==> src/rtl/nios2_fp_sysid_arb_pkg.sv <==
// Shared types and constants for the two-master sysid read arbiter.
// Holds the FSM state type, data width and default expected sysid words.
package nios2_fp_sysid_arb_pkg;

  localparam int DW = 32;

  localparam logic [DW-1:0] EXP_ID_DEF = 32'd0;
  localparam logic [DW-1:0] EXP_TS_DEF = 32'd1457881118;

  typedef enum logic [1:0] {
    IDLE    = 2'd0,
    CAPTURE = 2'd1,
    RESP    = 2'd2
  } state_t;

endpackage

==> src/rtl/nios2_fp_sysid_arbiter_if.sv <==
// One master read port of the sysid arbiter (Avalon-style pipelined read).
// master: the requester side; slave: the arbiter side.
interface nios2_fp_sysid_arbiter_if;
  import nios2_fp_sysid_arb_pkg::*;

  logic          read;
  logic          address;
  logic          waitrequest;
  logic [DW-1:0] readdata;
  logic          readdatavalid;

  modport master (
    output read,
    output address,
    input  waitrequest,
    input  readdata,
    input  readdatavalid
  );

  modport slave (
    input  read,
    input  address,
    output waitrequest,
    output readdata,
    output readdatavalid
  );

endinterface

==> src/rtl/nios2_fp_sysid_rr_arb.sv <==
// Two-way round-robin grant with a last-grant pointer.
// After reset the pointer favours master 0.
module nios2_fp_sysid_rr_arb (
  input  logic       clock,
  input  logic       reset,
  input  logic [1:0] req,
  input  logic       en,
  output logic       gnt
);

  logic last;

  // choose the requester not granted last time when both ask
  always_comb begin
    gnt = 1'b0;
    case (req)
      2'b11:   gnt = ~last;
      2'b10:   gnt = 1'b1;
      default: gnt = 1'b0;
    endcase
  end

  // remember who won the most recent accept
  always_ff @(posedge clock or posedge reset) begin
    if (reset) begin
      last <= 1'b1;
    end else if (en) begin
      last <= gnt;
    end
  end

endmodule

==> src/rtl/nios2_fp_sysid_arbiter.sv <==
// Arbitrates two read masters onto one combinational sysid slave.
// Define SYSID_ARB_CHECK_EN to compare captured words against EXP_*.
module nios2_fp_sysid_arbiter
  import nios2_fp_sysid_arb_pkg::*;
#(
  parameter logic [DW-1:0] EXP_ID        = EXP_ID_DEF,
  parameter logic [DW-1:0] EXP_TIMESTAMP = EXP_TS_DEF
) (
  input  logic                    clock,
  input  logic                    reset,
  nios2_fp_sysid_arbiter_if.slave m0,
  nios2_fp_sysid_arbiter_if.slave m1,
  output logic                    s_address,
  input  logic [DW-1:0]           s_readdata,
  output logic                    id_mismatch
);

  state_t        state;
  state_t        nxt;
  logic [1:0]    req;
  logic          accept;
  logic          gnt;
  logic          addr_q;
  logic          idx_q;
  logic [DW-1:0] data_q;
  logic          resp;

  assign req    = {m1.read, m0.read};
  assign accept = (state == IDLE) && (|req);
  assign resp   = (state == RESP);

  nios2_fp_sysid_rr_arb u_arb (
    .clock (clock),
    .reset (reset),
    .req   (req),
    .en    (accept),
    .gnt   (gnt)
  );

  assign m0.waitrequest = m0.read & ~(accept & ~gnt);
  assign m1.waitrequest = m1.read & ~(accept & gnt);

  // state register
  always_ff @(posedge clock or posedge reset) begin
    if (reset) begin
      state <= IDLE;
    end else begin
      state <= nxt;
    end
  end

  // next-state: one accept, one capture cycle, one response cycle
  always_comb begin
    nxt = state;
    unique case (state)
      IDLE:    if (accept) nxt = CAPTURE;
      CAPTURE: nxt = RESP;
      RESP:    nxt = IDLE;
      default: nxt = IDLE;
    endcase
  end

  // latch the winner's address and index, then the slave word
  always_ff @(posedge clock or posedge reset) begin
    if (reset) begin
      addr_q <= 1'b0;
      idx_q  <= 1'b0;
      data_q <= '0;
    end else begin
      if (accept) begin
        addr_q <= gnt ? m1.address : m0.address;
        idx_q  <= gnt;
      end
      if (state == CAPTURE) begin
        data_q <= s_readdata;
      end
    end
  end

  assign s_address = (state == CAPTURE) & addr_q;

  assign m0.readdatavalid = resp & ~idx_q;
  assign m1.readdatavalid = resp & idx_q;
  assign m0.readdata = (resp & ~idx_q) ? data_q : '0;
  assign m1.readdata = (resp & idx_q) ? data_q : '0;

`ifdef SYSID_ARB_CHECK_EN
  logic [DW-1:0] exp_word;
  logic          mismatch_q;

  assign exp_word = addr_q ? EXP_TIMESTAMP : EXP_ID;

  // sticky flag: any captured word differing from its expected value
  always_ff @(posedge clock or posedge reset) begin
    if (reset) begin
      mismatch_q <= 1'b0;
    end else if ((state == CAPTURE) && (s_readdata != exp_word)) begin
      mismatch_q <= 1'b1;
    end
  end

  assign id_mismatch = mismatch_q;
`else
  // expected words are only consumed by the optional check
  logic unused_exp;
  assign unused_exp  = ^{EXP_ID, EXP_TIMESTAMP};
  assign id_mismatch = 1'b0;
`endif

endmodule

==> src/flat_wrapper.sv <==
// flat-port wrapper written by rule: the top's interface ports become plain ports
module nios2_fp_sysid_arbiter_flat import nios2_fp_sysid_arb_pkg::*;
#(
  parameter logic [DW-1:0] EXP_ID        = EXP_ID_DEF,
  parameter logic [DW-1:0] EXP_TIMESTAMP = EXP_TS_DEF
)
  (clock, reset, s_address, s_readdata, id_mismatch, m0_read, m0_address, m0_waitrequest, m0_readdata, m0_readdatavalid, m1_read, m1_address, m1_waitrequest, m1_readdata, m1_readdatavalid);
  nios2_fp_sysid_arbiter_if m0_i ();
  nios2_fp_sysid_arbiter_if m1_i ();
  input  logic clock;
  input  logic reset;
  output logic s_address;
  input  logic [DW-1:0] s_readdata;
  output logic id_mismatch;
  input wire logic [$bits(m0_i.read)-1:0] m0_read;
  input wire logic [$bits(m0_i.address)-1:0] m0_address;
  output wire logic [$bits(m0_i.waitrequest)-1:0] m0_waitrequest;
  output wire logic [$bits(m0_i.readdata)-1:0] m0_readdata;
  output wire logic [$bits(m0_i.readdatavalid)-1:0] m0_readdatavalid;
  input wire logic [$bits(m1_i.read)-1:0] m1_read;
  input wire logic [$bits(m1_i.address)-1:0] m1_address;
  output wire logic [$bits(m1_i.waitrequest)-1:0] m1_waitrequest;
  output wire logic [$bits(m1_i.readdata)-1:0] m1_readdata;
  output wire logic [$bits(m1_i.readdatavalid)-1:0] m1_readdatavalid;
  assign m0_i.read = m0_read;
  assign m0_i.address = m0_address;
  assign m0_waitrequest = m0_i.waitrequest;
  assign m0_readdata = m0_i.readdata;
  assign m0_readdatavalid = m0_i.readdatavalid;
  assign m1_i.read = m1_read;
  assign m1_i.address = m1_address;
  assign m1_waitrequest = m1_i.waitrequest;
  assign m1_readdata = m1_i.readdata;
  assign m1_readdatavalid = m1_i.readdatavalid;
  nios2_fp_sysid_arbiter #(.EXP_ID(EXP_ID), .EXP_TIMESTAMP(EXP_TIMESTAMP)) u_core (.clock(clock), .reset(reset), .m0(m0_i), .m1(m1_i), .s_address(s_address), .s_readdata(s_readdata), .id_mismatch(id_mismatch));
endmodule
==> config.mk <==
export PLATFORM = sky130hd
export DESIGN_NAME = nios2_fp_sysid_arbiter_flat
export DESIGN_NICKNAME = d
export VERILOG_FILES = /design/src/rtl/nios2_fp_sysid_arb_pkg.sv /design/src/rtl/nios2_fp_sysid_arbiter_if.sv /design/src/rtl/nios2_fp_sysid_rr_arb.sv /design/src/rtl/nios2_fp_sysid_arbiter.sv /design/src/flat_wrapper.sv
export SDC_FILE = /design/constraint.sdc
export NUM_CORES = 1
export LEC_CHECK = 0
export CAP_MARGIN = 20
export CORE_ASPECT_RATIO = 0.6
export CORE_MARGIN = 10
export CORE_UTILIZATION = 30
export DETAILED_ROUTE_END_ITERATION = 10
export GPL_TIMING_DRIVEN = 0
export PLACE_DENSITY = 0.66
export SLEW_MARGIN = 10
export SYNTH_ARGS = -nofsm -noshare
export SYNTH_HDL_FRONTEND = slang
export SYNTH_SLANG_ARGS = --single-unit
==> constraint.sdc <==
create_clock -name clock -period 2.2 [get_ports clock]
set_input_delay 0.33 -clock clock [delete_from_list [all_inputs] [get_ports clock]]
set_output_delay 0.33 -clock clock [all_outputs]
set_load 0.02 [all_outputs]
Yosys cells after proc, flatten, opt, wreduce, memory -nomap -nowiden:

Index checks and enable logic that the tools add are counted.

* equal/unequal tests: 5
* muxes and demuxes: 6
* bitwise operators: 12
* reduce and logical (&&, ||, !) cells: 3

Operator list (count)
* $mux 32: 2
* $and 1x1->1: 7
* $eq 2x2->1 const B: 3
* $not 1->1: 5
* $pmux 2 s2: 1
* $eq 2x1->1 const B: 1
* $logic_not 2->1: 1
* $mux 2: 1
* $ne 2x1->1 const B: 1
* $pmux 1 s2: 1
* $reduce_or 2->1: 1
* $logic_and 1x1->1: 1
* $mux 1: 1

* flip-flop bits (word level): 37
* bits of input ports: 38
* output and inout bits: 70
* word-level logic and storage cells: 31

Depth between registers and ports, before layout:

Gate-level depths: netlist (run 1).

* depth in word-level cells: 6
* mapped depth: 4
* gate-level depth less buffers: 3

By module:

A second synthesis (run 1) with hierarchy kept.

* cells, all modules: 230
* area total of the unflattened synthesis: 2052.0 um^2

By module, submodules not included
* nios2_fp_sysid_arbiter: instances 1, cells an instance 226, area each 1995.7 um^2, sequential area each 900.9 um^2
* nios2_fp_sysid_rr_arb: instances 1, cells an instance 4, area each 56.3 um^2, sequential area each 26.3 um^2

Least setup slack after synthesis (run 1):

Ideal clock, no wire load.

* path kind: register -> output
* from: register u_core.state[0]
* to: output port m0_readdata[18]
* arrival: 1158 ps
* path slack: 712 ps
* stages on the path, launching flop included: 4
* buffers on the path: 1
* path through: dfrtp_1 > nor3b_2 > buf_2 > and2_1

* word-level cells in the longest chain between the ends: 3

RTL lines
* start: declaration: line nios2_fp_sysid_arbiter.sv:18 `state_t state;`
* start signal: assignment: line nios2_fp_sysid_arbiter.sv:48 `state <= nxt;`
* $eq 2x2->1: line nios2_fp_sysid_arbiter.sv:30 `assign resp = (state == RESP);`
* $and 1x1->1
* net m0_readdatavalid: line flat_wrapper.sv:19 `output wire logic [$bits(m0_i.readdatavalid)-1:0] m0_readdatavalid;`
* $mux 32: line nios2_fp_sysid_arbiter.sv:84 `assign m0.readdata = (resp & ~idx_q) ? data_q : '0;`
* end: declaration: line flat_wrapper.sv:18 `output wire logic [$bits(m0_i.readdata)-1:0] m0_readdata;`

The timed path passes the listed nets, and every way through them passes these cells.

Worst setup path after layout (run 1):

* from: register u_core.state[0]
* to: output port m1_readdata[4]

* word-level cells in the longest chain between the ends: 3

RTL lines
* $eq 2x2->1: line nios2_fp_sysid_arbiter.sv:30
* $and 1x1->1: line nios2_fp_sysid_arbiter.sv:85 `assign m1.readdata = (resp & idx_q) ? data_q : '0;`
* $mux 32: line nios2_fp_sysid_arbiter.sv:85
* end: declaration: line flat_wrapper.sv:23 `output wire logic [$bits(m1_i.readdata)-1:0] m1_readdata;`

No other way between the ends.

==> results_dict.tcl, run 1 <==
set metrics [dict create \
    dieArea_mm2 0.00997 \
    r2r_setup_slack_ns 0.75 \
    worst-path-max-fanout 10 \
    clock_latency_ns 0.28 \
    io_pins 108 \
    p_per_area_mw_per_mm2 1120 \
    gp_congestion 0.696 \
    worstSetupStartpointType "flop" \
    dp_hpwl_mm 4.64 \
    grtUsageTotal 0.118 \
    drive_gt1_frac 0.152 \
    status "finished clean" \
    p_sw_w 0.00135 \
    synth-seq-area-share 0.491 \
    syn-instance-count 162 \
    synthMuxAreaShare 0.191 \
    synth_cell_type_count 23 \
    post-place-cells 353 \
    finalCritPeriodShare 0.956 \
    die_h_um 81.4 \
    die_width_um 122 \
    routed_wl_mm 5.82 \
    drtAntennaViolNets 0 \
    hold_path_class "input port to async pin" \
    synth_top_family_by_area "simple AND/OR/NAND/NOR gates" \
    cts-root-buf "clkbuf_8" \
    r2r-start "u_core.state[0]$_DFFE_PP0P_" \
    placement_rows 22 \
    p_leak_nw 1.65 \
    fin_skew_ns 0.00474 \
    grt_pass1_wl_mm 9.27 \
    drt_pass1_iterations 2 \
    ys.warnings.count 0 \
    synth_nets 200 \
    yosys.area_share.simple 0.239 \
    hold_viol 0 \
    cp.arrival_ns 1.77 \
    r2r_end "u_core.data_q[3]$_DFFE_PP0N_" \
    htreeDepth 2 \
    syn_area_mm2 0.00189 \
    endpoint_kind "output port" \
    ff2ff_path_depth 4 \
    post_drt_wl_per_cell_um 15.9 \
    synth_fa_ha_area_frac 0 \
    clkTransAtPathRegs_ns 0.07 \
    nets 319 \
    ys_seq_elements 37 \
    drt_iter0_drc 27 \
    p_sw_frac 0.385 \
    antenna_found_initial 0 \
    pwr-share-seq 0.361 \
    holdBufCountCts 0 \
    grt_overflow 0 \
    start_util 0.309 \
    maxCapViolations 0 \
    clock.fmax_mhz 475 \
    clock-sinks 37 \
    port_buffers 106 \
    cts_made_buffers 5 \
    syn_area_per_cell_um2 11.6 \
    clock_path_buffers 2 \
    grt_start_max_net_pins 20 \
    slew_violations 0 \
    tritoncts "yes" \
    grt_pass1_vias 1713 \
    clockPowerShare 0.130 \
    area_growth_pct 66.1 \
    synth_xor_area_frac 0 \
    core-area_mm2 0.00611 \
    drc 0 \
    path_class "flop to output port" \
    fin_cells 366 \
    power_frac_comb 0.510 \
    antenna_cells 0 \
    num_vias 1554 \
    worst_hold_slack_ns 0.379 \
    via_per_inst 4.25 \
    worstPathRequired_ns 1.87 \
    setup_viol 0 \
    internal_power_w 0.00216 \
    fin_crit_ns 2.10 \
    ir_drop_mv 0.458 \
    synth_compound_area_frac 0.0332 \
]
==> cells by family after synthesis <==
group	count (synthesis)
AO/OA/AOI/OAI	8
buffers and inverters	13
flip-flops	37
multiplexers	32
other	1
AND/OR/NAND/NOR	71
==> power groups by stage <==
stage               Combinational (W)  Clock [W]  Sequential [W]
finish                        0.00179   0.000456         0.00127
CTS                           0.00184   0.000475         0.00127
global placement              0.00190          0         0.00126
floorplan                     0.00116          0         0.00120
global route                  0.00198   0.000507         0.00133
detailed placement            0.00193          0         0.00127
==> routing by layer <==
metal  GRT usage  part of all wire
met2       0.185              0.44
met4      0.0211            0.0041
met1       0.142              0.46
met5           0                 0
met3      0.0630             0.097
==> layout by cell type (no fill, tap or decap), drive strengths merged, types with 6 or more instances in the layout <==
cell type and n:
clkdlybuf4s50 37, dlygate4sd2 43, dlymetal6s2s 6, mux2 32, clkdlybuf4s15 7, dfrtp 36
clkbuf 25, buf 13, and2 65
==> critical path: stages (launching register included) <==
cell	delay, ns
dfrtp_1	0.46
and3b_2	0.35
clkbuf_4	0.22
and2_1	0.13
dlygate4sd2_1	0.34
==> layout make-up <==
cell class | instances | area (um^2)
Fill cell | 612 | 2980
Timing Repair Buffer | 112 | 1020
Sequential cell | 37 | 928
Multi-Input combinational cell | 112 | 891
Tap cell | 84 | 105
Buffer | 11 | 100
Clock buffer | 8 | 80.1
Inverter | 2 | 7.51
==> flip-flops by register name, summed over array words and instances (netlist names) <==
name / flops
u_core.data_q: 32
u_core.state: 2
u_core.u_arb.last: 1
u_core.addr_q: 1
u_core.idx_q: 1
==> cell usage after synthesis <==
library cell	n	area, um^2
a31oi_1	1	6.26
o21ai_0	1	5.00
conb_1	1	3.75
a21o_1	1	7.51
nor3_1	1	5.00
buf_2	2	10.0
inv_1	2	7.51
o2111a_1	1	11.3
nor3b_2	1	12.5
buf_6	3	33.8
dfstp_2	1	26.3
nor2b_1	2	12.5
buf_4	2	15.0
a21boi_0	1	7.51
a221o_1	1	10.0
a21bo_2	1	10.0
clkbuf_1	4	15.0
a21oi_1	1	5.00
and2_1	65	407
mux2_1	32	360
and3b_1	1	8.76
dfrtp_1	36	901
nor2_2	1	6.26
==> stage by stage <==
stage                     TNS (ns)  total power (W)  cell area (um^2)  setup WS (ns)   util
after global routing      -0.00207          0.00381              3130       -0.00207  0.513
final                            0          0.00351              3130         0.0958  0.513
after global placement       -3.20          0.00316              3050         -0.157  0.500
after floorplan                  0          0.00236              1890          0.712      -
after CTS                   -0.489          0.00358              3140         -0.175  0.514
after detailed placement     -3.94          0.00321              3080         -0.183  0.504
==> worst max path at each step <==
stage | from | to | slack [ns] | depth (start not counted)
2_1_floorplan | u_core.state[0]$_DFFE_PP0P_ | m0_readdata[18] | 0.71 | 3
4_1_cts | m1_read | m1_waitrequest | -0.18 | 5
5_1_grt | u_core.state[0]$_DFFE_PP0P_ | m0_readdata[21] | -0.002 | 5
3_3_place_gp | u_core.state[0]$_DFFE_PP0P_ | m0_readdata[6] | -0.16 | 4
6_report | u_core.state[0]$_DFFE_PP0P_ | m1_readdata[4] | 0.1 | 4
3_5_place_dp | m1_read | m1_waitrequest | -0.18 | 5
==> timing repair <==
| item | in CTS | in global routing |
|---|---|---|
| buffers inserted | 4 | 1 |
| gates cloned | 0 | 0 |
| hold endpoints to repair | 0 | 0 |
| setup endpoints to repair | 69 | 36 |
| gates resized for setup | 75 | 43 |
Power figures use the tool's default switching activity.
==> run 2, diff against run 1 <==
- CORE_UTILIZATION: 30 -> 41
- GPL_TIMING_DRIVEN: 0 -> 1
- PLACE_DENSITY: 0.66 -> 0.86
==> results_dict.tcl, run 2 (synthesis gave the netlist of run 1 again) <==
set metrics [dict create \
    worst_hold_slack_ns 0.457 \
    crit_chain "and3b_1 > buf_4 > and2_1 > dlygate4sd2_1" \
    routed_wl_mm 5.64 \
    port_buffers 106 \
    worstSetupStartpointType "flop" \
    grt_start_max_net_pins 38 \
    drtAntennaViolNets 0 \
    nets 311 \
    crit_path_max_incr_delay_ns 0.45 \
    r2r-start "u_core.state[1]$_DFFE_PP0P_" \
    io_pins 108 \
    fin_cells 333 \
    gp_congestion 0.763 \
    fin_crit_ns 2.01 \
    drive_gt1_frac 0.0733 \
    r2r_end "u_core.data_q[6]$_DFFE_PP0N_" \
    htreeDepth 2 \
    die_width_um 108 \
    clock_path_buffers 2 \
    drc 0 \
    reg_top3 "u_core.data_q: 32 flops, u_core.state: 2 flops" \
    num_vias 1561 \
    status "finished clean" \
    cts_made_buffers 5 \
    maxCapViolations 0 \
    grt_overflow 0 \
    worstPathRequired_ns 1.87 \
    setup_viol 0 \
    r2r_setup_slack_ns 0.65 \
    setup_ws_ns 0.186 \
    drt_iter0_drc 33 \
    placement_rows 18 \
    grt_pass1_vias 1744 \
    largest_register_ffs 32 \
    cp.arrival_ns 1.68 \
    area_growth_pct 60.7 \
    worst-path-max-fanout 19 \
    clock_latency_ns 0.28 \
    die_h_um 72.5 \
    antenna_cells 0 \
    cp_slowest_cell "dfrtp_1" \
    fin_skew_ns 0.00199 \
    place_ws_ns -0.0146 \
    path_class "flop to output port" \
    drt_pass1_iterations 4 \
    slew_violations 0 \
    drt-met1-wl_mm 2.52 \
    grtUsageTotal 0.145 \
    final_cell_mix "dlygate4sd2_1, and2_1, clkdlybuf4s50_1" \
    rsz0062_at_grt "no" \
    dp_hpwl_mm 4.60 \
    p_leak_nw 1.62 \
    core-area_mm2 0.00428 \
    post-place-cells 326 \
    hold_path_class "input port to async pin" \
    via_per_inst 4.69 \
    clock-sinks 37 \
    holdBufCountCts 0 \
    cts-root-buf "clkbuf_8" \
    finalCritPeriodShare 0.916 \
    top_register "u_core.data_q" \
    antenna_found_initial 0 \
    tritoncts "yes" \
    endpoint_kind "output port" \
    hold_viol 0 \
    wl_met3_um 732 \
    final_common_cell "dlygate4sd2_1" \
    wl_met2_mm 2.38 \
    start_util 0.441 \
    crit_start "u_core.state[0]$_DFFE_PP0P_" \
    clock.fmax_mhz 496 \
    endpoint "m1_readdata[29]" \
    ff2ff_path_depth 4 \
    p_per_area_mw_per_mm2 1130 \
    ir_drop_mv 0.647 \
    dieArea_mm2 0.00780 \
    post_drt_wl_per_cell_um 16.9 \
    maxUsedRoutingLayer "met4" \
    clkTransAtPathRegs_ns 0.07 \
    grt_pass1_wl_mm 9.07 \
]
==> run 2: cell type report <==
| cell class | instances | area (um^2) |
|---|---|---|
| inverters | 2 | 7.51 |
| clock buffers | 7 | 86.3 |
| well taps | 60 | 75.1 |
| fillers | 366 | 1250 |
| flip-flops and latches | 37 | 927 |
| repair buffers | 115 | 1050 |
| multi-input cells | 112 | 886 |
==> run 2: worst max-delay path, delay by kind of cell, from the launching register on <==
family	cells	cell delay [ns]
buffers and inverters	2	0.54
DFF	1	0.45
and+or+nand+nor	2	0.41
==> run 2: routing by layer <==
| layer | up-vias | GRT usage |
|---|---|---|
| li1 | 747 | - |
| met1 | 737 | 0.171 |
| met2 | 75 | 0.225 |
| met3 | 2 | 0.0864 |
| met4 | 0 | 0.0265 |
| met5 | - | 0 |
==> run 2: power breakdown <==
part | switching [W] | internal (W) | leakage [nW]
Sequential | 0.000242 | 0.00104 | 0.433
Combinational | 0.000876 | 0.000803 | 1.14
Clock | 0.000213 | 0.000248 | 0.0443
Total | 0.00133 | 0.00210 | 1.62
==> run 2: per-stage QoR <==
step                area, um^2   util  total power (W)  setup TNS [ns]
finish                    3030  0.709          0.00343               0
global route              3030  0.709          0.00369               0
CTS                       3030  0.708          0.00348               0
detailed placement        3020  0.707          0.00319         -0.0146
global placement          3020  0.707          0.00311               0
floorplan                 1890      -          0.00236               0
==> run 2: worst min path at each step <==
stage                                  from                            end  depth (start not counted)
5_1_grt                               reset  u_core.data_q[19]$_DFFE_PP0N_                          3
3_3_place_gp   u_core.data_q[3]$_DFFE_PP0N_   u_core.data_q[3]$_DFFE_PP0N_                          1
6_report                              reset  u_core.data_q[13]$_DFFE_PP0N_                          3
2_1_floorplan                       m0_read  u_core.u_arb.last$_DFFE_PP1P_                          1
3_5_place_dp   u_core.data_q[3]$_DFFE_PP0N_   u_core.data_q[3]$_DFFE_PP0N_                          1
4_1_cts                               reset  u_core.data_q[17]$_DFFE_PP0N_                          3
==> run 2: what timing repair did <==
action / 4_1_cts / 5_1_grt
endpoints found under the setup margin: 66 / 2
buffers inserted: 0 / 0
gates resized for setup: 66 / 2
==> run 3, diff against run 2 <==
- CORE_UTILIZATION: 41 -> 35
- PLACE_DENSITY: 0.86 -> 0.75
- REMOVE_ABC_BUFFERS: default -> 1
==> results_dict.tcl, run 3 (synthesis gave the netlist of run 1 again) <==
set metrics [dict create \
    endpoint "m1_readdata[7]" \
    gp_congestion 0.729 \
    rsz0062_at_grt "no" \
    top_register "u_core.data_q" \
    via_per_inst 4.54 \
    cts-root-buf "clkbuf_8" \
    maxCapViolations 0 \
    routed_wl_mm 5.54 \
    p_per_area_mw_per_mm2 1120 \
    num_vias 1547 \
    grt_overflow 0 \
    crit_start "u_core.state[0]$_DFFE_PP0P_" \
    grtUsageTotal 0.126 \
    worstPathRequired_ns 1.87 \
    die_width_um 115 \
    p_leak_nw 1.63 \
    dieArea_mm2 0.00882 \
    antenna_cells 0 \
    setup_viol 0 \
    fin_skew_ns 0.00439 \
    r2r_setup_slack_ns 0.65 \
    finalCritPeriodShare 0.921 \
    worstSetupStartpointType "flop" \
    drtAntennaViolNets 0 \
    io_pins 108 \
    die_h_um 76.9 \
    path_class "flop to output port" \
    tritoncts "yes" \
    clock.fmax_mhz 494 \
    drc 0 \
    final_common_cell "dlygate4sd2_1" \
    clkTransAtPathRegs_ns 0.07 \
    clock_latency_ns 0.28 \
    final_util 0.597 \
    htreeDepth 2 \
    area_growth_pct 62.3 \
    placement_rows 20 \
    reg_top3 "u_core.data_q: 32 flops, u_core.state: 2 flops" \
    core-area_mm2 0.00513 \
    largest_register_ffs 32 \
    n_fill_cell 465 \
    dp_hpwl_mm 4.48 \
    hold_viol 0 \
    fin_cells 341 \
    drive_gt1_frac 0.0800 \
    ir_drop_mv 0.436 \
    status "finished clean" \
    drt_pass1_iterations 4 \
    worst-path-max-fanout 22 \
    ff2ff_path_depth 3 \
    post-place-cells 333 \
    grt_pass1_vias 1636 \
    cts_made_buffers 5 \
    fin_area_mm2 0.00306 \
    r2r_end "u_core.data_q[2]$_DFFE_PP0N_" \
    grt_start_max_net_pins 38 \
    slew_violations 0 \
    clock_path_buffers 2 \
    endpoint_kind "output port" \
    port_buffers 106 \
    cp.arrival_ns 1.70 \
    final_cell_mix "dlygate4sd2_1, and2_1, clkdlybuf4s50_1" \
    place_area_mm2 0.00304 \
    grt_pass1_wl_mm 8.89 \
    drt_iter0_drc 40 \
    r2r-start "u_core.state[0]$_DFFE_PP0P_" \
    fin_crit_ns 2.03 \
    hold_path_class "input port to async pin" \
    clock-sinks 37 \
    post_drt_wl_per_cell_um 16.3 \
    nets 312 \
    antenna_found_initial 0 \
    start_util 0.368 \
]
[run 3: cell types whose count changed in the layout (fill, tap and decap cells not counted), sizes merged]
| cell | previous run | this run |
|---|---|---|
| clkbuf | 7 | 8 |
| buf | 9 | 10 |
[run 3: critical path: stages (launching register included)]
cell and delay, ns:
dfrtp_1 0.45, and3b_1 0.30, buf_6 0.18, and2_1 0.14, dlygate4sd2_1 0.34
[run 3: layout make-up]
cell class | instances | area [um^2] | share of cell area
multi-input cells | 112 | 892 | 0.291
repair buffers | 116 | 1060 | 0.347
inverters | 2 | 7.51 | 0.00245
flip-flops and latches | 37 | 928 | 0.303
well taps | 66 | 82.6 | 0.0270
clock buffers | 8 | 90.1 | 0.0294
[run 3: routing by layer]
metal / wire length (um) / global-route usage / part of all wire
met1: 2290 / 0.140 / 0.41
met2: 2210 / 0.176 / 0.40
met3: 989 / 0.102 / 0.18
met4: 59 / 0.0406 / 0.011
met5: 0 / 0 / 0
[run 3: how the worst min path moves through the flow]
stage / from / slack [ns] / endpoint / depth (start not counted)
finish: reset / 0.45 / u_core.data_q[18]$_DFFE_PP0N_ / 3
global route: reset / 0.50 / u_core.data_q[12]$_DFFE_PP0N_ / 3
CTS: reset / 0.46 / u_core.data_q[18]$_DFFE_PP0N_ / 3
detailed placement: u_core.data_q[16]$_DFFE_PP0N_ / 0.49 / u_core.data_q[16]$_DFFE_PP0N_ / 1
global placement: u_core.data_q[24]$_DFFE_PP0N_ / 0.48 / u_core.data_q[24]$_DFFE_PP0N_ / 1
floorplan: m0_read / 0.39 / u_core.u_arb.last$_DFFE_PP1P_ / 1
[run 3: metrics by stage]
stage,total power (W),setup WS (ns),hold slack (ns),TNS (ns)
2_1_floorplan,0.00227,-0.508,0.393,-9.87
3_3_place_gp,0.00313,0.0338,0.476,0
3_5_place_dp,0.00319,-0.00432,0.489,-0.00432
4_1_cts,0.00352,0.00403,0.464,0
5_1_grt,0.00372,0.0376,0.497,0
6_report,0.00344,0.174,0.450,0
[run 3: power by group]
group	internal (W)	leakage [nW]	switching (W)
sequential	0.00105	0.432	0.000240
combinational	0.000811	1.15	0.000865
clock	0.000255	0.0455	0.000222
total	0.00211	1.63	0.00133
[run 3: repair_timing]
item,4_1_cts,5_1_grt
gates resized for setup,68,3
hold buffers,0,0
endpoints found under the setup margin,67,8
setup buffers,0,0
